## config.mk

```make
export PLATFORM = sky130hd
export DESIGN_NAME = spi_reg_master_flat
export DESIGN_NICKNAME = d
export VERILOG_FILES = /design/src/rtl/spi_master_pkg.sv /design/src/rtl/spi_reg_master_if.sv /design/src/rtl/spi_sck_gen.sv /design/src/rtl/spi_reg_master.sv /design/src/flat_wrapper.sv
export SDC_FILE = /design/constraint.sdc
export NUM_CORES = 1
export LEC_CHECK = 0
export ABC_AREA = 1
export BUFFER_PORTS_ARGS = -buffer_cell sky130_fd_sc_hd__buf_4
export CAP_MARGIN = 10
export CORE_MARGIN = 4
export CORE_UTILIZATION = 50
export DETAILED_ROUTE_END_ITERATION = 8
export PLACE_DENSITY = 0.68
export RECOVER_POWER = 25
export SLEW_MARGIN = 30
export SYNTH_ARGS = -nofsm -noshare
export SYNTH_HDL_FRONTEND = slang
export SYNTH_SLANG_ARGS = --single-unit
```

## constraint.sdc

```tcl
create_clock -name CLK -period 3.5 [get_ports CLK]
set_input_delay 0.35 -clock CLK [delete_from_list [all_inputs] [get_ports CLK]]
set_output_delay 0.35 -clock CLK [all_outputs]
set_load 0.02 [all_outputs]
```

## src/rtl/spi_master_pkg.sv

```systemverilog
// rtl/spi_master_pkg.sv - shared types and constants for the SPI register initiator
package spi_master_pkg;

    typedef enum logic [2:0] {
        IDLE,
        SETUP,
        SHIFT,
        HOLD,
        GAP
    } state_t;

    localparam logic [7:0] CMD_WR     = 8'h80;
    localparam logic [7:0] CMD_RD     = 8'h00;
    localparam int         FRAME_BITS = 32;
    localparam int         DATA_BITS  = 16;

    // Reads carry zeros in the data field so the slave sees a clean command.
    function automatic logic [FRAME_BITS-1:0] build_frame(
        input logic                 we,
        input logic [7:0]           addr,
        input logic [DATA_BITS-1:0] wdata
    );
        return we ? {CMD_WR, addr, wdata} : {CMD_RD, addr, {DATA_BITS{1'b0}}};
    endfunction

endpackage

```

## src/rtl/spi_reg_master_if.sv

```systemverilog
// rtl/spi_reg_master_if.sv - request/response bus between a test sequencer and the SPI initiator
interface spi_reg_master_if;
    import spi_master_pkg::*;

    logic                 req_valid;
    logic                 req_ready;
    logic                 req_we;
    logic [7:0]           req_addr;
    logic [DATA_BITS-1:0] req_wdata;
    logic                 rsp_valid;
    logic [DATA_BITS-1:0] rsp_rdata;
    logic                 busy;

    modport master (
        output req_valid, req_we, req_addr, req_wdata,
        input  req_ready, rsp_valid, rsp_rdata, busy
    );

    modport slave (
        input  req_valid, req_we, req_addr, req_wdata,
        output req_ready, rsp_valid, rsp_rdata, busy
    );

endinterface

```

## src/rtl/spi_sck_gen.sv

```systemverilog
// rtl/spi_sck_gen.sv - SCK half-period divider with rise/fall strike pulses
module spi_sck_gen #(
    parameter int CLK_DIV = 4
) (
    input  logic CLK,
    input  logic rst_n,
    input  logic en,
    output logic rise,
    output logic fall,
    output logic sck
);

    localparam int            CW   = $clog2(CLK_DIV + 1);
    localparam logic [CW-1:0] LAST = CW'(CLK_DIV - 1);

    logic [CW-1:0] cnt;
    logic          strike;

    // A strike ends the current half-period; its direction depends on the level being left.
    assign strike = en && (cnt == LAST);
    assign rise   = strike && !sck;
    assign fall   = strike && sck;

    // Half-period counter and registered SCK, parked low whenever disabled.
    always_ff @(posedge CLK or negedge rst_n) begin
        if (!rst_n) begin
            cnt <= '0;
            sck <= 1'b0;
        end else if (!en) begin
            cnt <= '0;
            sck <= 1'b0;
        end else if (strike) begin
            cnt <= '0;
            sck <= !sck;
        end else begin
            cnt <= cnt + 1'b1;
        end
    end

endmodule

```

## src/rtl/spi_reg_master.sv

```systemverilog
// rtl/spi_reg_master.sv - SPI mode-0 register initiator; SPI_MISO_SYNC_EN adds a 2-flop MISO synchroniser
module spi_reg_master
    import spi_master_pkg::*;
#(
    parameter int CLK_DIV = 4,
    parameter int CS_GAP  = 4
) (
    input  logic            CLK,
    input  logic            rst_n,
    spi_reg_master_if.slave bus,
    output logic            spi_cs,
    output logic            spi_sck,
    output logic            spi_mosi,
    input  logic            spi_miso
);

    // The IDLE cycle that accepts the next request is the last cs-high cycle,
    // so GAP itself lasts one cycle less than the required cs-high time.
    localparam logic [15:0] DIV_LAST = 16'(CLK_DIV - 1);
    localparam logic [15:0] GAP_LAST = 16'((CS_GAP > 1) ? CS_GAP - 2 : 0);

    state_t                  state;
    state_t                  state_nx;
    logic [15:0]             tcnt;
    logic [5:0]              bit_cnt;
    logic [FRAME_BITS-1:0]   tx_sr;
    logic [DATA_BITS-1:0]    rx_sr;
    logic                    rd_op;
    logic                    accept;
    logic                    shift_en;
    logic                    sck_rise;
    logic                    sck_fall;
    logic                    sample;
    logic                    miso_s;
    logic                    hold_exit;
    logic                    rsp_valid_q;
    logic [DATA_BITS-1:0]    rsp_rdata_q;

    assign accept    = bus.req_valid && (state == IDLE);
    assign shift_en  = (state == SHIFT);
    assign hold_exit = (state == HOLD) && (tcnt == DIV_LAST);

    assign bus.req_ready = (state == IDLE);
    assign bus.busy      = (state != IDLE);
    assign bus.rsp_valid = rsp_valid_q;
    assign bus.rsp_rdata = rsp_rdata_q;
    assign spi_mosi      = tx_sr[FRAME_BITS-1];

    spi_sck_gen #(.CLK_DIV(CLK_DIV)) u_sck_gen (
        .CLK   (CLK),
        .rst_n (rst_n),
        .en    (shift_en),
        .rise  (sck_rise),
        .fall  (sck_fall),
        .sck   (spi_sck)
    );

`ifdef SPI_MISO_SYNC_EN
    logic [1:0] sync_ff;
    logic [1:0] rise_d;

    // Synchronise MISO and delay the sample strobe by the same two cycles.
    always_ff @(posedge CLK or negedge rst_n) begin
        if (!rst_n) begin
            sync_ff <= 2'b00;
            rise_d  <= 2'b00;
        end else begin
            sync_ff <= {sync_ff[0], spi_miso};
            rise_d  <= {rise_d[0], sck_rise};
        end
    end

    assign sample = rise_d[1];
    assign miso_s = sync_ff[1];

    // The delayed sample must land before the slave moves MISO on the next fall.
    always @(posedge CLK) begin
        assert (CLK_DIV >= 3) else $error("CLK_DIV must be at least 3 when MISO is synchronised");
    end
`else
    assign sample = sck_rise;
    assign miso_s = spi_miso;
`endif

    // State register.
    always_ff @(posedge CLK or negedge rst_n) begin
        if (!rst_n) state <= IDLE;
        else        state <= state_nx;
    end

    // Next-state decode: fixed-length SETUP/HOLD/GAP around 64 SCK edges.
    always_comb begin
        state_nx = state;
        case (state)
            IDLE:    if (bus.req_valid) state_nx = SETUP;
            SETUP:   if (tcnt == DIV_LAST) state_nx = SHIFT;
            SHIFT:   if (sck_fall && (bit_cnt == 6'd63)) state_nx = HOLD;
            HOLD:    if (tcnt == DIV_LAST) state_nx = (CS_GAP > 1) ? GAP : IDLE;
            GAP:     if (tcnt == GAP_LAST) state_nx = IDLE;
            default: state_nx = IDLE;
        endcase
    end

    // Datapath: dwell counter, edge counter, TX/RX shift registers, chip select and response.
    always_ff @(posedge CLK or negedge rst_n) begin
        if (!rst_n) begin
            tcnt        <= '0;
            bit_cnt     <= '0;
            tx_sr       <= '0;
            rx_sr       <= '0;
            rd_op       <= 1'b0;
            spi_cs      <= 1'b1;
            rsp_valid_q <= 1'b0;
            rsp_rdata_q <= '0;
        end else begin
            if (state_nx != state)                     tcnt <= '0;
            else if (state inside {SETUP, HOLD, GAP})  tcnt <= tcnt + 16'd1;

            if (accept)                    bit_cnt <= '0;
            else if (sck_rise || sck_fall) bit_cnt <= bit_cnt + 6'd1;

            if (accept) begin
                tx_sr <= build_frame(bus.req_we, bus.req_addr, bus.req_wdata);
                rd_op <= !bus.req_we;
            end else if (sck_fall) begin
                tx_sr <= {tx_sr[FRAME_BITS-2:0], 1'b0};
            end

            if (sample) rx_sr <= {rx_sr[DATA_BITS-2:0], miso_s};

            spi_cs      <= !(state_nx inside {SETUP, SHIFT, HOLD});
            rsp_valid_q <= hold_exit;
            if (hold_exit && rd_op) rsp_rdata_q <= rx_sr;
        end
    end

endmodule

```

## src/flat_wrapper.sv

```systemverilog
// flat-port wrapper written by rule: the top's interface ports become plain ports
module spi_reg_master_flat import spi_master_pkg::*;
#(
    parameter int CLK_DIV = 4,
    parameter int CS_GAP  = 4
)
  (CLK, rst_n, spi_cs, spi_sck, spi_mosi, spi_miso, bus_req_valid, bus_req_we, bus_req_addr, bus_req_wdata, bus_req_ready, bus_rsp_valid, bus_rsp_rdata, bus_busy);
  spi_reg_master_if bus_i ();
  input  logic CLK;
  input  logic rst_n;
  output logic spi_cs;
  output logic spi_sck;
  output logic spi_mosi;
  input  logic spi_miso;
  input wire logic [$bits(bus_i.req_valid)-1:0] bus_req_valid;
  input wire logic [$bits(bus_i.req_we)-1:0] bus_req_we;
  input wire logic [$bits(bus_i.req_addr)-1:0] bus_req_addr;
  input wire logic [$bits(bus_i.req_wdata)-1:0] bus_req_wdata;
  output wire logic [$bits(bus_i.req_ready)-1:0] bus_req_ready;
  output wire logic [$bits(bus_i.rsp_valid)-1:0] bus_rsp_valid;
  output wire logic [$bits(bus_i.rsp_rdata)-1:0] bus_rsp_rdata;
  output wire logic [$bits(bus_i.busy)-1:0] bus_busy;
  assign bus_i.req_valid = bus_req_valid;
  assign bus_i.req_we = bus_req_we;
  assign bus_i.req_addr = bus_req_addr;
  assign bus_i.req_wdata = bus_req_wdata;
  assign bus_req_ready = bus_i.req_ready;
  assign bus_rsp_valid = bus_i.rsp_valid;
  assign bus_rsp_rdata = bus_i.rsp_rdata;
  assign bus_busy = bus_i.busy;
  spi_reg_master #(.CLK_DIV(CLK_DIV), .CS_GAP(CS_GAP)) u_core (.CLK(CLK), .rst_n(rst_n), .bus(bus_i), .spi_cs(spi_cs), .spi_sck(spi_sck), .spi_mosi(spi_mosi), .spi_miso(spi_miso));
endmodule
```

After elaboration in Yosys (flattened, before gate mapping)
Cells that the tools add are included.
{ "totals": {"regBits": 96, "latchBits": 0, "ramBits": 0, "rom_bits": 0, "input_bits": 29, "out_inout_bits": 22, "wordCells": 62, "mem_count": 0} }
{ "op_classes": {"add_sub_neg": 3, "multipliers": 0, "div_mod_pow": 0, "magnitude_cmp": 0, "eq_ne": 13, "shifts": 0, "mux": 17, "bitwise": 0, "reduce_logical": 18} }
{ "ops": {"columns": ["op", "count"], "rows": [
  ["$mux 32", 3],
  ["$eq 16x2->1 const B", 2],
  ["$mux 16", 2],
  ["$mux 3", 7],
  ["$add 16x1->16 const B", 1],
  ["$eq 3x2->1 const B", 5],
  ["$pmux 3 s5", 1],
  ["$mux 6", 2],
  ["$reduce_bool 3->1", 3],
  ["$logic_and 1x1->1", 7],
  ["$add 6x1->6 const B", 1],
  ["$eq 3x1->1 const B", 2],
  ["$eq 6x6->1 const B", 1],
  ["$reduce_bool 2->1", 3],
  ["$add 3x1->3 const B", 1],
  ["$eq 3x3->1 const B", 1],
  ["$logic_not 1->1", 3],
  ["$logic_not 3->1", 1],
  ["$ne 3x3->1", 1],
  ["$mux 1", 2],
  ["$ne 2x1->1 const B", 1],
  ["$logic_or 1x1->1", 1]
]} }

Logic depth before layout (Yosys ltp)
{ "logic_depth": {"ltp_word": 9, "ltp_mapped": 10, "mapped_depth_nobuf": 9} }

Cells and area by module
A second synthesis with hierarchy kept.
{ "hier_totals": {"cells_unflattened": 532, "hier_area_um2": 4633.2} }
{ "by_module_without_submodules": {"columns": ["module", "n_inst", "cells_each", "area_per_inst_um2", "seq_area_each_um2"], "rows": [
  ["spi_reg_master", 1, 512, 4456.8, 2303.5],
  ["spi_sck_gen", 1, 20, 176.4, 100.1]
]} }

Worst setup path after synthesis
Ideal clock, no wire load.
{ "synth_path": {"path_kind": "register to register", "startpoint": "register u_core.state[2]", "endpoint": "register u_core.tx_sr[31]", "setup_time_ps": 82, "t_arrival_ps": 1460, "t_required_ps": 3418, "slack_ps": 1958, "stages_incl_launch_ff": 11, "path_buffers": 3, "synth_period_minus_slack_ps": 1542, "path_cell_list": "dfrtp_1 -> buf_6 -> nor2_4 -> nand2_2 -> inv_2 -> nand2_2 -> buf_6 -> nand2_4 -> buf_6 -> nor2_1 -> a31oi_1"} }
{ "synth_between": {"elab_cells_between_ends": 7, "cone_classes": "eq/ne: 1; mux: 1; reduce/logical: 5"} }
{ "synth_rtl": {"columns": ["element", "line", "rtl"], "rows": [
  ["start: declaration", "spi_reg_master.sv:22", "state_t state;"],
  ["start signal: assignment", "spi_reg_master.sv:88", "else state <= state_nx;"],
  ["$logic_not 3->1 (*)", null, null],
  ["named net bus_req_ready", "flat_wrapper.sv:19", "output wire logic [$bits(bus_i.req_ready)-1:0] bus_req_ready;"],
  ["$logic_and 1x1->1 (*)", "spi_reg_master.sv:39", "assign accept = bus.req_valid && (state == IDLE);"],
  ["$mux 32 / $reduce_bool 2->1 (equally long branches)", null, null],
  ["end signal: assignment", "spi_reg_master.sv:123", "tx_sr <= build_frame(bus.req_we, bus.req_addr, bus.req_wdata);"],
  ["end signal: assignment", "spi_reg_master.sv:126", "tx_sr <= {tx_sr[FRAME_BITS-2:0], 1'b0};"],
  ["end: declaration", "spi_reg_master.sv:26", "logic [FRAME_BITS-1:0] tx_sr;"]
]} }
The timed path passes the listed nets; every way through them passes the cells marked *.
A chain may end at the register's enable or synchronous reset.

Worst setup path after layout
{ "layout_path": {"startpoint": "register u_core.state[2]", "endpoint": "register u_core.tx_sr[25]"} }
{ "layout_between": {"elab_chain_len": 4, "elab_cells_between_ends": 7, "cone_classes": "eq/ne: 1; mux: 1; reduce/logical: 5"} }
{ "layout_lines": {"columns": ["element", "line", "rtl"], "rows": [
  ["$eq 3x2->1", "spi_reg_master.sv:40", "assign shift_en = (state == SHIFT);"],
  ["$logic_and 1x1->1", "spi_sck_gen.sv:20", "assign strike = en && (cnt == LAST);"],
  ["$logic_and 1x1->1", "spi_sck_gen.sv:22", "assign fall = strike && sck;"],
  ["$reduce_bool 2->1 (no line)", null, null]
]} }
Parallel ways exist; a longest one is shown, timed or not.

==> metrics.md <==
| Metric | Value |
|---|---|
| Run status | `finished, final reports clean` |
| # setup viols final | `0` |
| Combinational Power Share | `2.9%` |
| IO Port Bufs | `50` |
| Slew HR | `44.9%` |
| Largest net degree at the start of global routing | `52` |
| Clk pin slew, worst setup/hold paths | `0.10 ns` |
| Pwr dens | `368 mW/mm^2` |
| Synthesized area | `0.00455 sq mm` |
| Post-synth EDFFs | `0` |
| Period utilization | `57.5%` |
| Synth Warn # | `0` |
| Initial DRC Count | `66` |
| Hold crit path type | `in -> reg` |
| Initial antenna violation count | `0` |
| CTS sink cnt | `96` |
| Maximum VDD drop | `0.000221 V` |
| Gr usage total | `17.1%` |
| Mapped Cells | `493` |
| Commonest cells after routing, fill and taps aside | `114 x nand2_1, 95 x dfrtp_1, 68 x nor2_1` |
| Worst Path Max Fanout | `51` |
| Synth-to-layout area growth | `11.5%` |
| Most common cell after layout, fill and taps aside | `nand2_1` |
| Vias in the first global route | `3175` |
| Wirelength per Cell | `13.3 um` |
| Num CTS Buffers | `9` |
| Clk_skew | `0.0179 ns` |
| RSZ-0062 raised after global routing | `false` |
| Maximum buffer depth of the clock tree | `2` |
| Final hold vios | `0` |
| Initial Util | `51.7%` |
| Clock group share of total power | `37.3%` |
| Switching portion of total power | `24.4%` |
| Hold_buf cts | `1` |
| Clk_lat worst skew | `0.36 ns` |
| Critical path arrival | `2.28 ns` |
| FF-to-FF setup slack | `1.49 ns` |
| Final core utilization | `57.6%` |
| Leak | `2.43 nW` |
| Final setup TNS | `0 ns` |
| CP Capture Type | `register` |
| Minimum clock period | `2.01 ns` |
| Slew Viols, Final | `0` |
| Die width | `103 um` |
| Psw | `0.456 mW` |
| Post-synthesis sequential area ratio | `52.8%` |
| Avg Inst Size Synth | `9.24 sq um` |
| Number of remaining DRC errors | `0` |
| CTS tree | `built` |
| PostCTS Resize Cnt | `0` |
| Worst-margin pin slew | `0.826 ns` |
| Post-DP HPWL | `5.78 mm` |
| Root Driver | `clkbuf_8` |
| # Post-CTS Setup Buffers | `0` |
| Peak Freq | `497 MHz` |
| Ports | `51` |
| First-pass GRT wire length | `14.7 mm` |
| Final Power | `1.87 mW` |
| Top FF cell, synth | `dfrtp_1` |
| DRT antenna net count | `0` |
| Drt via density | `5.22` |
| Worst Path Required | `3.77 ns` |
| Placer Congestion | `0.805` |
| Routed WL | `8.58 mm` |
| Cell Int Power | `1.41 mW` |
| Std cell rows | `34` |
| Die height | `103 um` |
| Critical setup path kind | `reg -> reg` |
| Core ar. | `0.00881 sq mm` |
| Ratio of cells with drive above 1 in the final layout | `18.2%` |
| Synth async-reset ratio | `100%` |
| GRT Residual Overflow | `0` |
| H-tree depth | `3` |
| Nets | `567` |
| DR vias | `3375` |
| # Max-Cap Violations | `0` |
| Yosys cell types | `37` |
| Drt first pass iters | `4` |
| Sequential share of power | `59.8%` |
| ANT cells | `0` |
| Yosys reg bits | `96` |
| Startpoint types | `register` |
| Die area | `0.0107 sq mm` |
| Mapped Nets | `526` |
[cell families (layout without fill, tap and decap cells)]
group / after synthesis / in the layout / share of synthesized area, %
adders and majority gates: 4 / 4 / 1.10
and+or+nand+nor: 264 / 264 / 26.6
xor gates and xnor gates: 8 / 8 / 1.54
buffers and inverters: 55 / 101 / 6.57
DFF: 96 / 96 / 52.8
muxes: 16 / 16 / 4.70
AOI/OAI and AO/OA: 50 / 50 / 6.68
[layout make-up]
class | count | area [sq um]
sequential | 96 | 2400
clock inverter | 7 | 63.8
tap | 108 | 135
multi-input combinational | 342 | 1840
clock buffer | 9 | 124
fill | 815 | 3730
inverter | 31 | 116
timing repair buffer | 54 | 389
[cell usage after synthesis (2+ instances only)]
cell	number	area [sq um]
nand2_1	114	428
dfrtp_1	95	2380
nor2_1	67	251
nand3_1	40	200
inv_1	30	113
a31oi_1	23	144
nand4_1	22	138
o21ai_0	12	60.1
buf_2	10	50.1
mux2_4	9	135
buf_6	8	90.1
mux2_2	7	78.8
xor2_1	7	61.3
a21oi_1	5	25.0
nor3_1	5	25.0
o31ai_1	5	37.5
clkbuf_1	4	15.0
ha_1	4	50.1
nand2_2	4	25.0
nand2_4	3	33.8
nand3_2	2	20.0
nor2_4	2	22.5
[power by group through the flow]
stage	registers [mW]	logic, mW	clock network [mW]
after global routing	1.12	0.0616	0.758
after floorplan	1.14	0.00618	0
after CTS	1.12	0.0562	0.715
after detailed placement	1.14	0.0552	0
after global placement	1.14	0.0554	0
final	1.12	0.0541	0.697
[metrics by stage]
step	worst slack (ns)	cell area, sq um	hold slack [ns]	instances
finish	1.49	5080	0.193	647
global route	1.31	5080	0.191	647
CTS	1.48	5100	0.182	647
detailed placement	1.49	4900	0.389	630
global placement	1.56	4900	0.396	630
floorplan	1.96	4550	0.0544	493
[final timing paths]
kind	cells past startpoint	start	end
worst max register to register	8	u_core.state[2]$_DFF_PN0_	u_core.tx_sr[25]$_DFFE_PN0P_
worst min-delay path	3	bus_req_addr[7]	u_core.tx_sr[23]$_DFFE_PN0P_
worst max-delay path	8	u_core.state[2]$_DFF_PN0_	u_core.tx_sr[25]$_DFFE_PN0P_
min in group asynchronous	2	rst_n	u_core.tcnt[9]$_DFFE_PN0P_
worst min register to register	1	u_core.u_sck_gen.cnt[0]$_DFF_PN0_	u_core.u_sck_gen.cnt[0]$_DFF_PN0_
max in group asynchronous	3	rst_n	u_core.spi_cs$_DFF_PN1_
[per-layer routing]
metal / wire, um / vias to the layer above / track usage (%)
met5: 0 / - / 0
met4: 102 / 0 / 4.78
met3: 285 / 9 / 2.68
met2: 4030 / 55 / 27.8
met1: 4160 / 1591 / 23.9
li1: - / 1720 / -
[flip-flops by register name, summed over array words and instances (netlist names)]
| name | count |
|---|---|
| u_core.bit_cnt | 6 |
| u_core.bus.rsp_rdata | 16 |
| u_core.bus.rsp_valid | 1 |
| u_core.rd_op | 1 |
| u_core.rx_sr | 16 |
| u_core.spi_cs | 1 |
| u_core.state | 3 |
| u_core.tcnt | 16 |
| u_core.tx_sr | 32 |
| u_core.u_sck_gen.cnt | 3 |
| u_core.u_sck_gen.sck | 1 |
[critical path, stage by stage (launching register included)]
cell and delay [ns]:
dfrtp_1 0.46, nor2_1 0.30, nand2_2 0.09, inv_2 0.07, nand2_2 0.06, buf_4 0.25
nand2_4 0.43, nand3_1 0.13, o21ai_0 0.11
Note: power is estimated with default switching activity, not from simulation.
